File: src/rtl/button_debounce.sv
// Button conditioner: two-flop synchroniser, polarity fix, bounce rejection
// with a stability counter, and registered level / press / release /
// long-press outputs.
//
// Handshake note: this block has no valid/ready interface. Every output is a
// plain registered signal in the clk_i domain; the pulses are one cycle wide
// and carry no back-pressure.
//
// state_o is a debug view of the FSM:
//   0 = RELEASED, 1 = PRESS_WAIT, 2 = PRESSED, 3 = RELEASE_WAIT.
module button_debounce #(
    parameter int unsigned DEBOUNCE_CYCLES = 500000,
    parameter int unsigned LONG_CYCLES     = 50000000,
    parameter bit          ACTIVE_LOW      = 1'b1
) (
    input  logic       clk_i,
    input  logic       reset_i,
    input  logic       button_i,
    output logic       pressed_o,
    output logic       press_pulse_o,
    output logic       release_pulse_o,
    output logic       long_press_pulse_o,
    output logic [1:0] state_o
);

    localparam int DEB_W  = (DEBOUNCE_CYCLES < 1) ? 1 : $clog2(DEBOUNCE_CYCLES + 1);
    localparam int HOLD_W = (LONG_CYCLES == 0) ? 1 : $clog2(LONG_CYCLES + 1);

    localparam logic [DEB_W-1:0]  DEB_LAST  = DEB_W'(DEBOUNCE_CYCLES - 1);
    localparam logic [HOLD_W-1:0] HOLD_MAX  = HOLD_W'(LONG_CYCLES);
    localparam logic [HOLD_W-1:0] HOLD_LAST = HOLD_W'(LONG_CYCLES - 1);
    localparam bit                LONG_EN   = (LONG_CYCLES != 0);

    // Pin level seen while the button is not pressed.
    localparam logic REL_LVL = ACTIVE_LOW;

    typedef enum logic [1:0] {
        RELEASED     = 2'd0,
        PRESS_WAIT   = 2'd1,
        PRESSED      = 2'd2,
        RELEASE_WAIT = 2'd3
    } state_t;

    logic              sync1_q;
    logic              sync2_q;
    logic              btn_s;

    state_t            state_q, state_d;
    logic [DEB_W-1:0]  deb_cnt_q, deb_cnt_d;
    logic [HOLD_W-1:0] hold_cnt_q, hold_cnt_d;
    logic              long_done_q, long_done_d;
    logic              long_fire;

    logic              pressed_q, pressed_d;
    logic              press_pulse_q, press_pulse_d;
    logic              release_pulse_q, release_pulse_d;
    logic              long_pulse_q, long_pulse_d;

    // Two-flop synchroniser; resets to the released pin level so that
    // leaving reset never looks like a press.
    always_ff @(posedge clk_i or posedge reset_i) begin
        if (reset_i) begin
            sync1_q <= REL_LVL;
            sync2_q <= REL_LVL;
        end else begin
            sync1_q <= button_i;
            sync2_q <= sync1_q;
        end
    end

    // Polarity fix: btn_s is 1 while the button is physically pressed.
    assign btn_s = sync2_q ^ ACTIVE_LOW;

    // FSM and counter registers.
    always_ff @(posedge clk_i or posedge reset_i) begin
        if (reset_i) begin
            state_q     <= RELEASED;
            deb_cnt_q   <= '0;
            hold_cnt_q  <= '0;
            long_done_q <= 1'b0;
        end else begin
            state_q     <= state_d;
            deb_cnt_q   <= deb_cnt_d;
            hold_cnt_q  <= hold_cnt_d;
            long_done_q <= long_done_d;
        end
    end

    // Next-state logic: a change is accepted only after the synchronised
    // level has disagreed with the current level for DEBOUNCE_CYCLES cycles
    // in a WAIT state; any agreeing sample returns to the settled state.
    always_comb begin
        state_d    = state_q;
        deb_cnt_d  = deb_cnt_q;
        hold_cnt_d = hold_cnt_q;
        case (state_q)
            RELEASED: begin
                if (btn_s) begin
                    state_d   = PRESS_WAIT;
                    deb_cnt_d = '0;
                end
            end
            PRESS_WAIT: begin
                if (!btn_s) begin
                    state_d   = RELEASED;
                    deb_cnt_d = '0;
                end else if (deb_cnt_q == DEB_LAST) begin
                    state_d    = PRESSED;
                    deb_cnt_d  = '0;
                    hold_cnt_d = '0;
                end else begin
                    deb_cnt_d = deb_cnt_q + DEB_W'(1);
                end
            end
            PRESSED: begin
                if (!btn_s) begin
                    state_d   = RELEASE_WAIT;
                    deb_cnt_d = '0;
                end else if (hold_cnt_q != HOLD_MAX) begin
                    hold_cnt_d = hold_cnt_q + HOLD_W'(1);
                end
            end
            RELEASE_WAIT: begin
                // A bounce back to pressed keeps the hold time accumulated so far.
                if (btn_s) begin
                    state_d   = PRESSED;
                    deb_cnt_d = '0;
                end else if (deb_cnt_q == DEB_LAST) begin
                    state_d   = RELEASED;
                    deb_cnt_d = '0;
                end else begin
                    deb_cnt_d = deb_cnt_q + DEB_W'(1);
                end
            end
            default: begin
                state_d   = RELEASED;
                deb_cnt_d = '0;
            end
        endcase
    end

    // Output decode from the next state so every output is a register;
    // the long-press flag stays set until the button is fully released.
    always_comb begin
        long_fire = LONG_EN && (state_q == PRESSED) &&
                    (hold_cnt_q == HOLD_LAST) && !long_done_q;

        long_done_d = long_done_q;
        if (state_d == RELEASED) begin
            long_done_d = 1'b0;
        end else if (long_fire) begin
            long_done_d = 1'b1;
        end

        pressed_d       = (state_d == PRESSED) || (state_d == RELEASE_WAIT);
        press_pulse_d   = pressed_d && !pressed_q;
        release_pulse_d = !pressed_d && pressed_q;
        long_pulse_d    = long_fire;
    end

    // Registered outputs.
    always_ff @(posedge clk_i or posedge reset_i) begin
        if (reset_i) begin
            pressed_q       <= 1'b0;
            press_pulse_q   <= 1'b0;
            release_pulse_q <= 1'b0;
            long_pulse_q    <= 1'b0;
        end else begin
            pressed_q       <= pressed_d;
            press_pulse_q   <= press_pulse_d;
            release_pulse_q <= release_pulse_d;
            long_pulse_q    <= long_pulse_d;
        end
    end

    assign pressed_o          = pressed_q;
    assign press_pulse_o      = press_pulse_q;
    assign release_pulse_o    = release_pulse_q;
    assign long_press_pulse_o = long_pulse_q;
    assign state_o            = state_q;

endmodule
File: config.mk
export PLATFORM = sky130hd
export DESIGN_NAME = button_debounce
export DESIGN_NICKNAME = d
export VERILOG_FILES = /design/src/rtl/button_debounce.sv
export SDC_FILE = /design/constraint.sdc
export NUM_CORES = 1
export LEC_CHECK = 0
export BUFFER_PORTS_ARGS = -buffer_cell sky130_fd_sc_hd__buf_4
export CELL_PAD_IN_SITES_DETAIL_PLACEMENT = 1
export CELL_PAD_IN_SITES_GLOBAL_PLACEMENT = 1
export CORE_MARGIN = 8
export CORE_UTILIZATION = 45
export DETAILED_ROUTE_END_ITERATION = 10
export HOLD_SLACK_MARGIN = 0.02
export PLACE_DENSITY = 0.84
export RECOVER_POWER = 100
export SETUP_SLACK_MARGIN = 0.15
export SYNTH_ARGS = -nofsm -noshare
export SYNTH_HDL_FRONTEND = slang
export SYNTH_SLANG_ARGS = --single-unit
File: constraint.sdc
create_clock -name clk_i -period 3.3 [get_ports clk_i]
set_input_delay 0.66 -clock clk_i [delete_from_list [all_inputs] [get_ports clk_i]]
set_output_delay 0.66 -clock clk_i [all_outputs]
set_load 0.02 [all_outputs]
---- Word level (Yosys, flattened, before mapping) ----
Index checks and enable logic that the tools add are counted.
W data, S select, Z words.
storage, ports and cells
  register bits after elaboration ......... 54
  output and inout port bits .............. 6
  word-level logic and storage cells ...... 60
cells by class
  $add $sub $neg .......................... 2
  equal/unequal tests ..................... 14
  mux-type cells .......................... 20
  reduce and logical (&&, ||, !) cells .... 14
operator list
  operator                 count
  $mux W26                 4
  $mux W19                 5
  $pmux W19 S4             1
  $pmux W26 S2             1
  $add A26 B1 Y26 const B  1
  $eq A26 B26 Y1 const B   1
  $ne A26 B26 Y1 const B   1
  $add A19 B1 Y19 const B  1
  $eq A19 B19 Y1 const B   1
  $mux W2                  6
  $ne A2 B2 Y1 const B     6
  $eq A2 B2 Y1 const B     4
  $pmux W2 S4              1
  $reduce_and A5 Y1        1
  $logic_and A1 B1 Y1      4
  $logic_not A2 Y1         2
  $reduce_bool A2 Y1       2
  $logic_not A1 Y1         3
  $eq A2 B1 Y1 const B     1
  $mux W1                  2
  $reduce_and A2 Y1        1
  $logic_or A1 B1 Y1       1

---- Depth between registers and ports, before layout ----
Gate-level depths: netlist (run 1).
  depth in word-level cells ............... 8
  gate-level depth with buffers ........... 8
  depth with buffers taken out ............ 7

---- Worst setup path after synthesis (run 1) ----
OpenSTA, ideal clock, no wires.
  path type ............................... register to register
  start point ............................. reg sync2_q
  end point ............................... reg deb_cnt_q[13]
  library setup time ...................... 0.079 ns
  arrival ................................. 2.093 ns
  required time ........................... 3.221 ns
  setup slack ............................. 1.128 ns
  cell stages (with the launch flop) ...... 9
  path buffers ............................ 3
  clock period less this slack ............ 2.172 ns
  cells stage by stage .................... dfstp_2 clkbuf_1 xnor2_1 nand2_1 a21oi_1 clkbuf_1 buf_2 nand4_1 mux2i_1
on the way
  word-level cells in the longest chain between the ends .. 2
  elaborated cells between the ends (all ways) .. 6
  those cells by class .................... eq/ne (2); mux (3); reduce/logical (1)
ends and longest elaborated chain
  item                                                      RTL line  source
  start, declared                                           45        logic sync2_q;
  start signal, assigned                                    67        sync2_q <= sync1_q;
  $mux W19, or another cell as far along                    125       if (btn_s) begin
  $pmux W19 S4 / $reduce_and A2 Y1 (equally long branches)  -
  end signal, assigned                                      83        deb_cnt_q <= deb_cnt_d;
  end, declared                                             49        logic [DEB_W-1:0] deb_cnt_q, deb_cnt_d;
Parallel ways exist; a longest one is shown, timed or not.
A chain may end at the register's enable or synchronous reset.

---- Final worst setup path (run 1) ----
  start point ............................. reg deb_cnt_q[6]
  end point ............................... reg hold_cnt_q[6]
on the way
  word-level cells in the longest chain between the ends .. 3
ends and longest elaborated chain
  item                         RTL line  source
  $eq A19 B19 Y1               107       end else if (deb_cnt_q == DEB_LAST) begin
  $ne A2 B2 Y1 (no line)       -
  $reduce_and A5 Y1 (no line)  -
  end signal, assigned         84        hold_cnt_q <= hold_cnt_d;
  end, declared                50        logic [HOLD_W-1:0] hold_cnt_q, hold_cnt_d;
No other way between the ends.

==> impl.org, run 1 <==
** Outcome
- Outcome :: finished, violations left
- The final reports fail on max-capacitance violations, max-slew violations.

** Routing
- The detailed router finished its first iteration with 238 violations.
- For this block, the via count after detailed routing is 2651.
- After detailed routing, the average wire length per cell comes to 18.1 µm.
- In the routed design, unresolved DRC markers number 0.
- After detailed routing, the number of vias per cell comes to 6.40.
- Number of antenna-violating nets in the routed design :: 0
- Wires add up to 7510 µm.
- Detailed-router iteration count before antenna repair :: 4

** Synthesis
- Of the synthesized area, sequential elements account for 0.446.
- Dominant cells by area after synthesis :: sky130_fd_sc_hd__dfrtp_1 43%, sky130_fd_sc_hd__a21oi_1 5.0%, sky130_fd_sc_hd__nand3_1 4.5%
- After synthesis, the netlist uses 47 different library cells.
- For this run, the number of Yosys warnings is 0.
- The most common cell in the synthesized netlist is sky130_fd_sc_hd__dfrtp_1.
- Averaged over all synthesized cells, the footprint is 8.90 µm².
- Instance count of the mapped netlist :: 335
- Post-Synthesis Net Count :: 341
- Netlist area before placement :: 2980 µm²
- After synthesis, the most frequently instantiated cells are 51 x sky130_fd_sc_hd__dfrtp_1, 30 x sky130_fd_sc_hd__a21oi_1, 30 x sky130_fd_sc_hd__nand2_1.
- Proportion of netlist area held by the largest area contributor :: 0.428
- In this run, synthesis inferred 0 flip-flops with an integrated enable.
- Summed over all instances, the cell type with the most area after synthesis is sky130_fd_sc_hd__dfrtp_1.
- Prevailing post-synth register cell :: sky130_fd_sc_hd__dfrtp_1
- Async SR Flop Fraction :: 1.00
- Counting flops and latches in the post-synthesis netlist gives 53.

** STA
- For this run, the top clock speed supported by timing is 378 MHz.
- Headroom to the max-slew limit came out at -0.0703.
- The count of final hold-check violations is 0.
- Across all hold checks on the routed design, the worst slack comes to 0.367 ns.
- After layout, the minimum clock period comes to 2.65 ns.
- Setup violations remaining at the end of the flow were counted as 0.
- For the pin with the worst max-slew slack, the measured transition is 1.60 ns.
- Slew Viols, Final :: 42
- Setup repair after global routing left no endpoint under its margin.
- Aggregate negative setup slack :: 0 ns
- Max Clock Skew :: 0.00928 ns
- Dividing the final minimum period by the clock period gives 0.802.

** Die
- In this run the standard cell core region covers 6390 µm².
- Chip Height :: 97.4 µm
- In this run the horizontal extent of the chip is 97.4 µm.
- I/O pin total :: 9
- Cell Rows :: 29
- The initial utilization of the core area, before any placement, comes to 0.467.
- Full die area :: 9480 µm²

** GRT
- The via count of the first global-routing pass came to 2839.
- Sum of overflow across all layers after global routing :: 0
- For this run, the total global-route usage over all layers was measured as 0.165.
- Number of antenna violations at the first check in global routing :: 0
- The first global-routing pass estimated 13400 µm of wire.
- Maximum number of pins on one net before global-route repair :: 42

** Clocking
- Source-to-sink clock delay at the later pin of the worst-skew pair :: 0.30 ns
- The H-tree was split into 2 levels.
- Number of clock sinks :: 53
- Post-CTS Setup Inserts :: 0
- Buffers inserted to repair hold after CTS numbered 0.
- Clock-pin slew was measured on the worst setup and hold paths at 0.10 ns.
- Post-CTS repair changed the size of 0 cells.
- CTS Root Buffer Type :: sky130_fd_sc_hd__clkbuf_8
- CTS tree :: yes
- In this run, CTS created clock tree buffers numbering 5.
- Max Root-Sink Buffers :: 2

** Layout
- Number of flip-flops in the largest register :: 26
- Syn-to-layout area delta :: 4.79%
- The net count of the finished layout is 342.
- Layout cell share with drive strength beyond 1 :: 0.0564
- Fin area :: 3120 µm²
- Register name with the most flops :: hold_cnt_q
- Largest registers in the final layout :: hold_cnt_q x26, deb_cnt_q x19
- Number of antenna diodes :: 0

** Power and ir drop
- IR analysis of the VDD net gives a maximum drop of 235 µV.
- Power density over cell area :: 349 nW/µm²
- Leak Pwr :: 0.00121 µW
- Design Power :: 1090 µW

** Placement
- Count of buffers from port buffering :: 8
- Routability cong. :: 0.892
- Once detailed placement completed, the half-perimeter wirelength came to 5360 µm.
- The placed instances occupy a cell area of 3080 µm².

** Setup path
- Slowest cell on the critical path :: sky130_fd_sc_hd__or4b_2
- The critical path contains buffers and inverters numbering 0 combined.
- Crit end category :: flop
- Top fanout value on the critical path :: 12
- Series of cell instances along the critical path :: or4b_4, nor3_4, a41oi_1, or4b_2, nand2_1
- Cell family with most CP delay :: simple AND/OR/NAND/NOR gates
- Launch point of the worst path :: deb_cnt_q[6]
- STA puts the critical path data required time at 3.55 ns.
- In this design, the stage delay of the slowest critical-path cell is 0.76 ns.
- The critical path is of the reg2reg type.
- In this run the critical register-to-register path is launched from deb_cnt_q[6].
- Crit start category :: flop
- Crit path arrival time :: 2.90 ns

** Job
- Max-cap violations in this run came to 1.

** Min path
- The tightest min-delay check is of the reg2reg type.
- HP Start :: sync1_q
through the flow:
stage          instances   util  setup slack, ns
5_1_grt              414  0.489            0.408
4_1_cts              414  0.497            0.619
2_1_floorplan        335      -             1.13
3_3_place_gp         406  0.483            0.727
3_5_place_dp         406  0.483            0.627
6_report             414  0.489            0.652
cell families (layout without fill, tap and decap cells):
logic type,Yosys count,count (layout),synth area share
mux,7,7,0.0239
compound gates,84,84,0.170
buf+inv,28,30,0.0437
fa+ha+maj,3,3,0.0126
xor+xnor,1,1,0.00294
flops,53,53,0.446
simple gates,159,159,0.301
worst paths after layout:
kind	to	slack, ns	depth (start not counted)
min in group asynchronous	hold_cnt_q[0]	0.84	2
max in group asynchronous	deb_cnt_q[11]	1.45	3
setup / recovery	hold_cnt_q[6]	0.65	5
hold reg to reg	sync2_q	0.37	0
hold / removal	sync2_q	0.37	0
setup reg to reg	hold_cnt_q[6]	0.65	5
where the power goes:
group          leakage, µW  total [µW]  internal, µW  switching, µW
clock network    0.0000455         384           172            212
logic             0.000433        43.8          11.4           32.4
registers         0.000730         661           654           7.53
layout make-up:
cell class | instances | area (µm²)
multi-input combinational | 254 | 1510
timing repair buffer | 13 | 63.8
inverter | 9 | 33.8
tap | 77 | 96.3
clock buffer | 8 | 90.1
fill | 783 | 3260
sequential | 53 | 1330
metal layers:
layer	GRT usage	vias up	wire, µm
met4	0.0466	0	110
met1	0.209	1338	3610
met3	0.0263	10	136
met2	0.279	31	3650
li1	-	1272	-
met5	0	-	0
placed cells by master (no fill, tap or decap), types with 2 or more instances in the layout:
master                     count
sky130_fd_sc_hd__clkbuf_8      6
sky130_fd_sc_hd__mux2i_1       6
sky130_fd_sc_hd__or2_0         2
sky130_fd_sc_hd__a22o_1        2
sky130_fd_sc_hd__o31ai_1       9
sky130_fd_sc_hd__o21ai_0      17
sky130_fd_sc_hd__nor4_1        6
sky130_fd_sc_hd__clkbuf_1     11
sky130_fd_sc_hd__o211ai_1      6
sky130_fd_sc_hd__nor3_1       11
sky130_fd_sc_hd__nand3_1      27
sky130_fd_sc_hd__o311ai_0      2
sky130_fd_sc_hd__nand2_1      30
sky130_fd_sc_hd__inv_1         9
sky130_fd_sc_hd__or4_1        13
sky130_fd_sc_hd__clkbuf_4      2
sky130_fd_sc_hd__and2_1        2
sky130_fd_sc_hd__ha_1          3
sky130_fd_sc_hd__nand4_1      17
sky130_fd_sc_hd__buf_4         2
sky130_fd_sc_hd__or3_1         9
sky130_fd_sc_hd__or2_2         2
sky130_fd_sc_hd__nand2b_1      5
sky130_fd_sc_hd__and3_1        6
sky130_fd_sc_hd__a31oi_1      13
sky130_fd_sc_hd__a21oi_1      30
sky130_fd_sc_hd__dfrtp_1      51
sky130_fd_sc_hd__nor2_1       18
No activity file was read; power rests on OpenSTA's default activity.
==> run 2, diff against run 1 <==
--- a/config.mk
+++ b/config.mk
@@ -5,14 +5,15 @@
 export SDC_FILE = /design/constraint.sdc
 export NUM_CORES = 1
 export LEC_CHECK = 0
+export ABC_AREA = 1
 export BUFFER_PORTS_ARGS = -buffer_cell sky130_fd_sc_hd__buf_4
 export CELL_PAD_IN_SITES_DETAIL_PLACEMENT = 1
 export CELL_PAD_IN_SITES_GLOBAL_PLACEMENT = 1
 export CORE_MARGIN = 8
-export CORE_UTILIZATION = 45
+export CORE_UTILIZATION = 41
 export DETAILED_ROUTE_END_ITERATION = 10
 export HOLD_SLACK_MARGIN = 0.02
-export PLACE_DENSITY = 0.84
+export PLACE_DENSITY = 0.85
 export RECOVER_POWER = 100
 export SETUP_SLACK_MARGIN = 0.15
 export SYNTH_ARGS = -nofsm -noshare
==> constraint.sdc (replaced) <==
create_clock -name clk_i -period 2.12 [get_ports clk_i]
set_input_delay 0.424 -clock clk_i [delete_from_list [all_inputs] [get_ports clk_i]]
set_output_delay 0.424 -clock clk_i [all_outputs]
set_load 0.02 [all_outputs]
==> run 2 against run 1 <==
Net effect: the run now ends clean; via count rose by 23%; critical path depth rose by 2; worst setup slack got worse by 0.41 ns; synthesized area rose by 13%; largest power group unchanged.
==> impl.org, run 2 <==
** Outcome
- The flow ran to the end, and the final reports show no timing, DRC or antenna violations.

** Layout
- The number of standard cells in the final layout excluding fillers came to 613 (+48%).
- The storage element area was 1330 µm² (unchanged).
- Number of flip-flops in the largest register :: 26 (unchanged)
- In the final layout, the registers with the most flip-flops are hold_cnt_q x26, deb_cnt_q x19.
- The library cell used most frequently in the layout, excluding fill and tap cells, is sky130_fd_sc_hd__nand2_1.
- Fillers :: 1080 (+38%)
- The antenna diode instance count was 0 (unchanged).
- Leaving out fill and tap cells, the most frequent cells in the layout are 166 x sky130_fd_sc_hd__nand2_1, 61 x sky130_fd_sc_hd__nor2_1, 55 x sky130_fd_sc_hd__nand3_1.
- Layout cell share with drive strength beyond 1 :: 0.0709 (+0.0145)
- Area of combinational cells with multiple inputs :: 1770 µm² (+17%)
- The final net count is 513 (+50%).
- The utilization after layout came to 0.446 (-0.0430).
- Register name with the most flops :: hold_cnt_q
- Syn-to-layout area delta :: 7.25%

** Clocking
- Number of clock sinks :: 53 (unchanged)
- Number of resized instances in the post-cts repair step :: 0 (unchanged)
- CTS tree :: yes
- The CTS H-tree depth came to 2 (unchanged).
- Number of clock buffers inserted by TritonCTS :: 5 (unchanged)
- Post-CTS Setup Inserts :: 0 (unchanged)
- # hold bufs at CTS :: 0 (unchanged)
- The clock latency on the worst-skew pair came to 0.32 ns (+0.02 ns).
- Max Root-Sink Buffers :: 2 (unchanged)
- The root buffer cell chosen for the clock tree is sky130_fd_sc_hd__clkbuf_8.
- Clock-pin slew of the registers on the worst-case setup and hold paths :: 0.11 ns (about the same)

** Routing
- The DRC violations left came to 0 (unchanged).
- The aggregate routed wire length came to 9400 µm (+25%).
- The vias per cell is 5.32 (-17%).
- The iteration count of the initial detailed-routing pass is 4 (unchanged).
- Via count of the routed design :: 3260 (+23%)
- DRC marker count from the first detailed-route iteration :: 108 (-55%)
- Detailed-route wire length per cell :: 15.3 µm (-15%)
- Number of antenna-violating nets in the routed design :: 0 (unchanged)

** STA
- The peak clock frequency supported by timing is 534 MHz (+41%).
- Post-layout min period :: 1.87 ns (-0.774 ns)
- Headroom to the max-slew limit :: 0.168 (+0.239)
- The clock skew came to 0.00581 ns (-0.00348 ns).
- Total of endpoints with negative setup slack in the final report :: 0 (unchanged)
- Aggregate negative setup slack :: 0 ns (unchanged)
- Setup repair after global routing could not meet its margin everywhere.
- The final cycle utilization of the critical path is 0.884 (+0.0814).
- The count of final hold-check violations is 0 (unchanged).
- Actual slew at the worst max-slew pin :: 1.25 ns (-0.356 ns)
- The count of pins over their slew limit came to 0 (-100%).
- Fin Hold WS :: 0.209 ns (-0.159 ns)

** Die
- Core region area :: 8090 µm² (+27%)
- The die extent in y came to 107 µm (+9.5%).
- I/O pin total :: 9 (unchanged)
- The horizontal die dimension is 107 µm (+9.5%).
- The count of standard-cell rows was 33 (+14%).
- The floorplan die area is 11400 µm² (+20%).
- The effective utilization at floorplan is 0.416 (-0.0508).

** Power and ir drop
- Peak VDD IR :: 241 µV (+2.9%)
- Combinational share of power :: 0.033 (-0.007)
- The total leakage power was 0.00155 µW (+28%).
- Sw Share :: 0.250 (+0.0184)
- Power density over cell area :: 481 nW/µm² (+38%)
- The net switching component of the power came to 434 µW (+72%).
- The sequential share of power came to 0.590 (-0.017).
- Part of the power in the clock network :: 0.377 (+0.024)
- Design Power :: 1740 µW (+59%)
- The internal power component came to 1300 µW (+56%).

** Placement
- The last weighted congestion value of the routability-driven placer was 0.916 (+2.7%).
- The placed cell count came to 604 (+49%).
- Sum of net half-perimeters after detailed placement :: 6910 µm (+29%)
- The number of buffers added on ports is 8 (unchanged).

** GRT
- The total routing resource utilization after global routing is 0.169 (+0.00441).
- Sum of overflow across all layers after global routing :: 0 (unchanged)
- Vias in the first global route :: 3454 (+22%)
- Maximum number of pins on one net before global-route repair :: 50 (+19%)
- The number of antenna violations at the first check in global routing was 0 (unchanged).
- The first-pass GRT wire length came to 15900 µm (+19%).

** Synthesis
- Post-Synthesis Net Count :: 500 (+47%)
- The sequential fraction of the synthesis area is 0.395 (-0.0510).
- sky130_fd_sc_hd__nand2_1 is the most common cell in the netlist.
- Async SR Flop Fraction :: 1.00 (unchanged)
- The number of distinct standard cells referenced by the synthesized netlist was 34 (-28%).
- The biggest area contributor in the post-synthesis netlist is sky130_fd_sc_hd__dfrtp_1.
- By area the synthesized netlist is led by sky130_fd_sc_hd__dfrtp_1 38%, sky130_fd_sc_hd__nand2_1 19%, sky130_fd_sc_hd__nand3_1 8.0%.
- The number of enable flip-flop cells after synthesis came to 0 (unchanged).
- Proportion of netlist area held by the largest area contributor :: 0.379 (-0.0490)
- List of most frequent post-synthesis cells :: 166 x sky130_fd_sc_hd__nand2_1, 62 x sky130_fd_sc_hd__nor2_1, 54 x sky130_fd_sc_hd__nand3_1
- The netlist area before placement is 3370 µm² (+13%).
- The synthesis warning total was 0 (unchanged).
- Post-synthesis average cell area :: 6.81 µm² (-23%)
- The most used flip-flop cell after synthesis is sky130_fd_sc_hd__dfrtp_1.
- Number of flip-flops and latches in the synthesized netlist :: 53 (unchanged)
- The post-synthesis cell count was 494 (+47%).

** Setup path
- Stage delay of the slowest cell on the critical path :: 0.40 ns (-0.36 ns)
- Worst reg2reg path depth :: 7 (+2)
- The data arrival time of the worst path came to 2.12 ns (-0.78 ns).
- Cell family with most CP delay :: simple AND/OR/NAND/NOR gates
- Required time of the critical path :: 2.36 ns (-1.19 ns)
- Slowest cell on the critical path :: sky130_fd_sc_hd__dfrtp_1
- The maximum fanout count along the critical path came to 25 (+13).
- Worst path buffer plus inverter count :: 0 (unchanged)
- STA classifies the critical path endpoint as a flop.
- The worst setup path is of the reg2reg kind.
- Critical Path Stages :: 7 (+2)
- The critical path goes through ha_1, nand3_1, nor2_4, nand2_1, o21bai_4, nand2_4, o21ai_0.
- Crit start category :: flop

** Job
- Maxcap violations :: 0 (-1)

** Min path
- Worst Hold Class :: in2reg
- The number of cells traversed by the worst hold path came to 1 (+1).
## run 2: through the flow
stage / cell area (µm²) / setup WS, ns
after floorplan: 3370 / 0.413
after global placement: 3540 / 0.247
after detailed placement: 3540 / 0.193
after CTS: 3640 / 0.164
after global routing: 3610 / 0.0675
final: 3610 / 0.246
## run 2: layer usage
metal | GRT usage | vias up | wire (µm)
li1 | - | 1604 | -
met1 | 0.194 | 1585 | 4060
met2 | 0.314 | 54 | 4900
met3 | 0.0216 | 17 | 283
met4 | 0.0573 | 0 | 162
met5 | 0 | - | 0
## run 2: worst paths after layout
check,startpoint,to,slack (ns)
setup / recovery,deb_cnt_q[0],hold_cnt_q[19],0.25
hold / removal,button_i,sync1_q,0.21
min in group asynchronous,reset_i,hold_cnt_q[23],0.36
hold reg to reg,sync1_q,sync2_q,0.37
setup reg to reg,deb_cnt_q[0],hold_cnt_q[19],0.25
max in group asynchronous,reset_i,deb_cnt_q[14],0.86
## run 2: cells by family (layout without fill, tap and decap cells)
| group | after synthesis | after routing | synth area share |
|---|---|---|---|
| AO/OA/AOI/OAI | 54 | 54 | 0.0955 |
| XOR/XNOR | 8 | 8 | 0.0208 |
| adder cells (fa/ha/maj) | 3 | 3 | 0.0112 |
| buffers and inverters | 61 | 74 | 0.0784 |
| flip-flops | 53 | 53 | 0.395 |
| AND/OR/NAND/NOR | 315 | 316 | 0.399 |
## run 2: power by group through the flow
stage,logic (µW),registers (µW),clock network (µW)
5_1_grt,66.3,1030,698
6_report,56.9,1030,654
4_1_cts,61.6,1020,668
3_5_place_dp,61.4,1040,0
3_3_place_gp,58.9,1040,0
2_1_floorplan,34.2,1040,0
## run 2: area by class of cell
type                            count  share of cell area
Clock buffer                        6              0.0229
Clock inverter                      2             0.00485
Inverter                           50              0.0520
Multi-Input combinational cell    381               0.492
Sequential cell                    53               0.368
Tap cell                          105              0.0364
Timing Repair Buffer               16              0.0243
